## config.mk

```make
export PLATFORM = sky130hd
export DESIGN_NAME = extensor_unit
export DESIGN_NICKNAME = d
export VERILOG_FILES = /design/src/rtl/extensor_unit.sv
export SDC_FILE = /design/constraint.sdc
export NUM_CORES = 1
export LEC_CHECK = 0
export ABC_AREA = 1
export CAP_MARGIN = 20
export CORE_MARGIN = 10
export CORE_UTILIZATION = 37
export CTS_BUF_LIST = sky130_fd_sc_hd__clkbuf_4
export DETAILED_ROUTE_END_ITERATION = 8
export GPL_TIMING_DRIVEN = 0
export HOLD_SLACK_MARGIN = 0.03
export PLACE_DENSITY = 0.75
export SETUP_SLACK_MARGIN = 0.5
export SLEW_MARGIN = 20
export SYNTH_ARGS = -nofsm -noshare
export SYNTH_HDL_FRONTEND = slang
export SYNTH_SLANG_ARGS = --single-unit
```

## constraint.sdc

```tcl
create_clock -name clk -period 1 [get_ports clk]
set_input_delay 0.2 -clock clk [delete_from_list [all_inputs] [get_ports clk]]
set_output_delay 0.2 -clock clk [all_outputs]
set_load 0.01 [all_outputs]
```

## src/rtl/extensor_unit.sv

```systemverilog
`default_nettype none
// ============================================================================
// Module      : extensor_unit
// Description : MIPS immediate extender. Widens a 16-bit immediate to a 32-bit
//               operand (sign/zero/LUI/branch/byte modes), combinational result
//               plus a registered copy with a valid flag.
// Revision    : 1.0 - initial release
// ============================================================================
module extensor_unit #(
    parameter int                IN_W    = 16,
    parameter int                OUT_W   = 32,
    parameter logic [OUT_W-1:0]  RST_VAL = 32'h0000_0000
) (
    input  logic             clk,
    input  logic             rst_n,
    input  logic [IN_W-1:0]  in,
    input  logic [2:0]       mode,
    input  logic             en,
    output logic [OUT_W-1:0] out,
    output logic [OUT_W-1:0] out_q,
    output logic             out_valid,
    output logic             neg
);

    localparam logic [2:0] c_SEXT16 = 3'd0;
    localparam logic [2:0] c_ZEXT16 = 3'd1;
    localparam logic [2:0] c_LUI    = 3'd2;
    localparam logic [2:0] c_BRANCH = 3'd3;
    localparam logic [2:0] c_SEXT8  = 3'd4;
    localparam logic [2:0] c_ZEXT8  = 3'd5;

    logic [OUT_W-1:0] w_ext;
    logic             w_neg;
    logic [OUT_W-1:0] r_out_q;
    logic             r_out_valid;

    // Reserved and unknown mode values fall to the default branch (SEXT16)
    // so nothing stale is ever held.
    always_comb begin
        w_ext = {{16{in[15]}}, in};
        w_neg = in[15];
        case (mode)
            c_SEXT16: begin
                w_ext = {{16{in[15]}}, in};
                w_neg = in[15];
            end
            c_ZEXT16: begin
                w_ext = {16'h0000, in};
                w_neg = 1'b0;
            end
            c_LUI: begin
                w_ext = {in, 16'h0000};
                w_neg = in[15];
            end
            c_BRANCH: begin
                w_ext = {{14{in[15]}}, in, 2'b00};
                w_neg = in[15];
            end
            c_SEXT8: begin
                w_ext = {{24{in[7]}}, in[7:0]};
                w_neg = in[7];
            end
            c_ZEXT8: begin
                w_ext = {24'h000000, in[7:0]};
                w_neg = 1'b0;
            end
            default: begin
                w_ext = {{16{in[15]}}, in};
                w_neg = in[15];
            end
        endcase
    end

    always_ff @(posedge clk or negedge rst_n) begin
        if (!rst_n) begin
            r_out_q     <= RST_VAL;
            r_out_valid <= 1'b0;
        end else if (en) begin
            r_out_q     <= w_ext;
            r_out_valid <= 1'b1;
        end
    end

    assign out       = w_ext;
    assign neg       = w_neg;
    assign out_q     = r_out_q;
    assign out_valid = r_out_valid;

endmodule
`default_nettype wire

```

==> results by group, run 1 <==
CTS
  – CTS tree: yes
  – Num CTS Buffers: 5
  – Root Driver: clkbuf_4
  – Register clock-pin slew on the reported worst setup and hold paths: 0.13 ns
  – Max Buffers Root-to-Sink: 2
  – H-tree depth: 2
  – Clk_lat worst skew: 0.38 ns
  – CTS sink cnt: 33

Placed design
  – Routability cong.: 0.815
  – Detailed placement HPWL: 4.87 mm
  – Port Buf Inserts: 86

Logic synthesis
  – Flops & latches, synth: 33
  – Syn nets: 277
  – Syn Std Cell Area: 1740 µm²
  – Syn. warnings: 0
  – Syn avg cell area: 6.81 µm²
  – Syn Inst Count: 255
  – Yosys cell types: 18
  – Sequential area share after synthesis: 47.6%

Timing
  – Worst-Margin Slew: 0.347 ns
  – Period utilization: 132%
  – Slew Limit Fails: 0
  – Slew HR: 76.8%
  – Final setup viols: 68
  – Final setup margin: -0.320 ns
  – Min Hold Slack: 0.207 ns
  – Layout Skew: 0 ns
  – Final min period: 1.32 ns
  – Final hold violations: 0
  – Max Clock Freq: 0.757 GHz
  – RSZ-0062 raised after global routing: true

Critical path
  – Setup CP Type: in -> out
  – CP cell instances: buf_2 -> inv_4 -> nor2_4 -> nand2_4 -> nand2_4 -> buf_8 -> nor2_4 -> nand2_2 -> buf_6
  – Data required time of the critical path: 0.80 ns
  – Worst Path Arrival: 1.12 ns
  – Crit path largest cell delay: 0.16 ns
  – Startpoint Class: input port
  – CP max stage cell: buf_8
  – Crit Path Max Fanout: 5
  – WP buf/inv: 4
  – Crit-path leading delay family: buffers and inverters
  – Critical Path Sink Type: output port

Floorplanning
  – Die area: 7830 µm²
  – # IOs: 88
  – Core area: 4440 µm²
  – Initial Utilization: 39.1%
  – Die Wd: 88.5 µm
  – Row Count: 24
  – Die height: 88.5 µm

Routing
  – Final WL: 10.5 mm
  – Via density: 5.58
  – Vias: 2549
  – DR pass1 iterations: 4
  – DRT iter0 DRCs: 254
  – Average wire per standard cell: 23.0 µm
  – Post-route DRC violation count: 0
  – ANT nets after route: 0

Global routing
  – Total gr overflow: 0
  – First-pass GRT wire length: 11.4 mm
  – GRT Total Usage: 18.9%
  – Initial antenna violation count: 2
  – Number of global-route vias before repair: 2179
  – Largest net degree at the start of global routing: 33

Cells and area
  – Commonest non-fill, non-tap cell in the layout: nand2_1
  – Fill count: 188
  – Nets: 424
  – Reg area: 826 µm²
  – P&R area growth vs syn: 121%
  – Commonest non-fill, non-tap cells in the layout: nand2_1, buf_6, nand2_2, dfrtp_1, buf_2
  – Fraction of layout cells with a size suffix above 1: 62.0%
  – Area occupied by multi-input gates: 1290 µm²

Power
  – Pwr Density: 1160 nW/µm²
  – Leak: 2.06 nW
  – Power Total: 4.46 mW
  – Max rail drop VDD: 0.000932 V

Status
  – Failing checks: setup timing
  – Status: complete, but fails checks

Flow run
  – Max-cap check violation count: 0

Min path
  – Hold/Removal Path Class: in -> reg
layer usage:
| layer | wire, µm | vias to the layer above | GRT usage, % |
|---|---|---|---|
| met4 | 641 | 0 | 8.96 |
| met5 | 0 | - | 0 |
| met1 | 3940 | 1242 | 22.0 |
| met3 | 888 | 54 | 4.60 |
| met2 | 5040 | 176 | 32.0 |
| li1 | - | 1077 | - |
path summary, 6_finish.rpt:
kind	start	end	slack [ns]	cells after the start
setup reg to reg	out_valid	out_valid	0.11	2
min in group asynchronous	rst_n	out_q[10]	0.26	2
hold reg to reg	out_q[16]	out_q[16]	0.50	2
setup / recovery	in[7]	out[25]	-0.32	9
hold / removal	en	out_valid	0.21	2
max in group asynchronous	rst_n	out_q[30]	0.29	3
synth_stat cells:
| master | count | area (µm²) |
|---|---|---|
| buf_1 | 2 | 7.51 |
| nand4_2 | 1 | 12.5 |
| nand2_1 | 129 | 484 |
| dfrtp_1 | 33 | 826 |
| clkbuf_1 | 5 | 18.8 |
| nor2_2 | 2 | 12.5 |
| nand2_2 | 4 | 25.0 |
| nor2_1 | 35 | 131 |
| nand3_1 | 9 | 45.0 |
| inv_1 | 17 | 63.8 |
| a31oi_1 | 1 | 6.26 |
| or2_2 | 1 | 6.26 |
| inv_2 | 3 | 11.3 |
| buf_2 | 3 | 15.0 |
| nand4_1 | 2 | 12.5 |
| buf_6 | 1 | 11.3 |
| o22ai_1 | 6 | 37.5 |
| nand3_2 | 1 | 10.0 |
layout make-up:
cell class	instances	area share [%]
Buffer	11	2.32
Sequential cell	33	21.5
Clock inverter	2	0.261
Multi-Input combinational cell	191	33.6
Antenna cell	2	0.130
Clock buffer	6	1.17
Inverter	20	2.77
Tap cell	52	1.70
Timing Repair Buffer	140	36.6
state kept, by name, indices dropped and copies added (netlist names):
name       count
out_q         32
out_valid      1
report_power, final:
group	leakage [nW]	internal (mW)	total, mW	switching, mW
Combinational	1.62	1.02	2.04	1.02
Sequential	0.412	1.48	1.60	0.117
Clock	0.0354	0.295	0.826	0.531
what timing repair did:
item                                    4_1_cts  5_1_grt
hold endpoints to repair                     33       33
buffers inserted                             27       20
resized for setup                           425      110
hold buffers                                  1        1
pin swaps                                    34       29
endpoints found under the setup margin       99      131
gates cloned                                  3        2
through the flow:
step	instances	setup WS [ns]	util (%)	setup TNS, ns	area [µm²]
2_1_floorplan	255	0.0160	-	0	1890
6_report	457	-0.320	86.3	-11.91	3840
5_1_grt	457	-0.351	86.3	-13.45	3840
4_1_cts	433	-0.262	72.3	-9.55	3210
3_3_place_gp	393	-1.33	63.4	-97.23	2820
3_5_place_dp	394	-1.35	63.8	-67.49	2830
kinds of logic (layout without fill, tap and decap cells):
logic type / after synthesis / in the layout / share of synthesized area [%]
compound gates: 7 / 7 / 2.52
buf+inv: 31 / 179 / 7.35
flops: 33 / 33 / 47.6
other cells: 0 / 2 / 0
simple gates: 184 / 184 / 42.6
(Power assumes the default switching activity.)
==> run 2: changes to the inputs <==
==> constraint.sdc (replaced) <==
create_clock -name clk -period 1 [get_ports clk]
set_input_delay 0.2 -clock clk [delete_from_list [all_inputs] [get_ports clk]]
set_output_delay 0.2 -clock clk [all_outputs]
set_load 0.05 [all_outputs]
==> run 2 against run 1 <==
The run now fails in 5_1_grt. Synthesized cell count unchanged. Area after synthesis unchanged.
==> results by group, run 2 <==
Status
  – Fail Step: 5_1_grt
  – Status: stopped before the end
  – Err: [ERROR DPL-0038] Utilization greater than 100%, impossible to legalize

Logic synthesis
  – Syn. warnings: 0
  – Commonest cells in the netlist: nand2_1, nor2_1, dfrtp_1
  – Synth top area share: 47.6%
  – Syn Inst Count: 255
  – Flops & latches, synth: 33
  – Most frequent cell after synthesis: nand2_1
  – Sequential area share after synthesis: 47.6%
  – Asr flop ratio synth: 100%
  – Synth Flop Type: dfrtp_1
  – Post-synth top area cell: dfrtp_1
  – Yosys cell types: 18
  – Number of synthesized flops with an enable pin: 0
  – Syn nets: 277
  – Area contributors post-synth: dfrtp_1, nand2_1, nor2_1
  – Syn Std Cell Area: 1740 µm²
  – Syn avg cell area: 6.81 µm²

CTS
  – CTS sink cnt: 33
  – Num CTS Buffers: 5
  – H-tree depth: 2
  – Root Driver: clkbuf_4
  – Max Buffers Root-to-Sink: 2

Placed design
  – Routability cong.: 0.821
  – DP Area: 3300 µm²
  – Detailed placement HPWL: 4.97 mm
  – Port Buf Inserts: 86

Floorplanning
  – Initial Utilization: 39.1%
  – Die height: 88.5 µm
  – Row Count: 24
  – Die Wd: 88.5 µm
  – # IOs: 88

Global routing
  – Largest net degree at the start of global routing: 32

Timing
  – Worst ep type: top-level output
  – Crit. endpoint post-GRT repair: out[24]
## run 2: timing repair
item / in CTS
endpoints found under the setup margin: 99
setup buffers: 19
hold buffers: 1
cloned: 3
hold endpoints to repair: 33
resized for setup: 598
pin swaps: 39
## run 2: metrics by stage
| step | setup slack [ns] | cells | TNS [ns] |
|---|---|---|---|
| floorplan | -0.101 | 255 | -3.66 |
| global placement | -1.68 | 393 | -123.90 |
| detailed placement | -1.70 | 394 | -88.94 |
| CTS | -0.361 | 425 | -13.34 |
## run 2: cell families after synthesis
logic type	count (synthesis)	synth area share, %
DFF	33	47.6
buffers and inverters	31	7.35
AOI/OAI and AO/OA	7	2.52
and+or+nand+nor	184	42.6
==> run 3: changes to the inputs <==
--- a/config.mk
+++ b/config.mk
@@ -8,13 +8,10 @@
 export ABC_AREA = 1
 export CAP_MARGIN = 20
 export CORE_MARGIN = 10
-export CORE_UTILIZATION = 37
-export CTS_BUF_LIST = sky130_fd_sc_hd__clkbuf_4
+export CORE_UTILIZATION = 31
 export DETAILED_ROUTE_END_ITERATION = 8
 export GPL_TIMING_DRIVEN = 0
-export HOLD_SLACK_MARGIN = 0.03
-export PLACE_DENSITY = 0.75
-export SETUP_SLACK_MARGIN = 0.5
+export PLACE_DENSITY_LB_ADDON = 0.15
 export SLEW_MARGIN = 20
 export SYNTH_ARGS = -nofsm -noshare
 export SYNTH_HDL_FRONTEND = slang
==> constraint.sdc (replaced) <==
create_clock -name clk -period 1.3 [get_ports clk]
set_input_delay 0.26 -clock clk [delete_from_list [all_inputs] [get_ports clk]]
set_output_delay 0.26 -clock clk [all_outputs]
set_load 0.05 [all_outputs]
==> run 3 against run 2 <==
The flow now finishes, with violations (setup timing).
==> results by group, run 3 (synthesis results as in run 1) <==
Critical path
  – Startpoint Class: input port
  – WP buf/inv: 4
  – Crit Path Max Fanout: 5
  – Setup CP Type: in -> out
  – CP max stage cell: buf_6
  – Crit path largest cell delay: 0.15 ns
  – Critical Path Sink Type: output port
  – Crit-path leading delay family: simple AND/OR/NAND/NOR gates
  – CP cell instances: buf_8 -> clkinv_8 -> nor2_4 -> nand2_4 -> nand2_4 -> buf_6 -> nor2_2 -> nand2_2 -> buf_8
  – Worst Path Arrival: 1.21 ns
  – First element of the critical path: mode[2]
  – Data required time of the critical path: 1.04 ns
  – Reg-to-Reg Start: out_valid

Global routing
  – GRT Total Usage: 15.7%
  – Largest net degree at the start of global routing: 19
  – Total gr overflow: 0
  – First-pass GRT wire length: 11.1 mm
  – Initial antenna violation count: 0
  – Number of global-route vias before repair: 2062

Cells and area
  – Nets: 406
  – Design Area, Final: 3650 µm²
  – Post-layout util: 66.6%
  – Fraction of layout cells with a size suffix above 1: 51.2%
  – Commonest non-fill, non-tap cells in the layout: nand2_1, dfrtp_1, buf_2
  – Diode count: 0
  – Commonest non-fill, non-tap cell in the layout: nand2_1
  – Non-filler instance count after layout: 457
  – Reg area: 826 µm²
  – Area occupied by multi-input gates: 1200 µm²
  – P&R area growth vs syn: 110%
  – Fill count: 441
  – Largest register FFs: 32

Routing
  – Via density: 4.58
  – Average wire per standard cell: 16.5 µm
  – DRT iter0 DRCs: 103
  – Final WL: 7.54 mm
  – ANT nets after route: 0
  – DR pass1 iterations: 4
  – Post-route DRC violation count: 0
  – Vias: 2092

Floorplanning
  – Initial Utilization: 31.7%
  – Row Count: 27
  – Die height: 94.8 µm
  – # IOs: 88
  – Core area: 5470 µm²
  – Die area: 9000 µm²
  – Die Wd: 94.8 µm

CTS
  – Max Buffers Root-to-Sink: 2
  – Register clock-pin slew on the reported worst setup and hold paths: 0.08 ns
  – CTS sink cnt: 33
  – CTS tree: yes
  – Root Driver: clkbuf_8
  – Num CTS Buffers: 5
  – H-tree depth: 2
  – Clk_lat worst skew: 0.29 ns

Placed design
  – Routability cong.: 0.842
  – Placed Cells: 414
  – Detailed placement HPWL: 4.97 mm
  – DP Worst Slack: -1.45 ns
  – DP Area: 2780 µm²
  – Port Buf Inserts: 86

Timing
  – Period utilization: 113%
  – Final setup viols: 31
  – Final hold violations: 0
  – Layout Skew: 0 ns
  – Worst-Margin Slew: 0.514 ns
  – Max Clock Freq: 0.682 GHz
  – Final setup margin: -0.167 ns
  – Slew HR: 65.7%
  – Slew Limit Fails: 0
  – RSZ-0062 raised after global routing: true
  – Final min period: 1.47 ns
  – Min Hold Slack: 0.372 ns

Status
  – Failing checks: setup timing
  – Status: complete, but fails checks

Flow run
  – Max-cap check violation count: 0

Power
  – Pwr Density: 1160 nW/µm²
  – Leak: 1.93 nW
  – Max rail drop VDD: 0.000634 V

Min path
  – Hold Startpoint: en
  – Hold/Removal Path Class: in -> reg
## run 3: repair_timing
item                                   CTS  global route
gates cloned                             1             1
setup endpoints to repair               96            57
hold buffers                             1             0
resized for setup                      465           102
endpoints found under the hold margin   15             0
pin swaps                               34            20
buffers inserted                        29             4
## run 3: worst paths after layout
kind / to / slack, ns / cells past startpoint
max in group asynchronous: out_q[14] / 0.43 / 3
min in group asynchronous: out_q[26] / 0.44 / 2
max reg2reg: out_valid / 0.54 / 1
max: out[23] / -0.17 / 9
min: out_q[23] / 0.37 / 3
min reg2reg: out_valid / 0.47 / 1
## run 3: layout make-up
type | count | share of cell area (%)
Sequential cell | 33 | 22.6
Buffer | 11 | 2.54
Timing Repair Buffer | 122 | 33.3
Inverter | 20 | 2.95
Clock buffer | 7 | 2.37
Multi-Input combinational cell | 191 | 32.9
Clock inverter | 1 | 0.823
Tap cell | 72 | 2.47
## run 3: per-stage QoR
stage / power [mW] / TNS (ns)
2_1_floorplan: 2.28 / -5.83
3_3_place_gp: 2.90 / -85.98
3_5_place_dp: 2.91 / -60.87
4_1_cts: 4.17 / -1.94
5_1_grt: 4.42 / -4.81
6_report: 4.23 / -3.47
## run 3: report_power, final
part	switching, mW	total (mW)	internal, mW
clock network	0.400	1.03	0.625
logic	1.32	2.00	0.684
registers	0.0608	1.20	1.14
total	1.78	4.23	2.45
## run 3: layer usage
layer	up-vias	track usage [%]	part of all wire (%)
met3	7	5.87	8.2
met1	991	19.4	42
met5	-	0	0
met2	68	25.3	49
met4	0	3.74	0.84
li1	1026	-	-
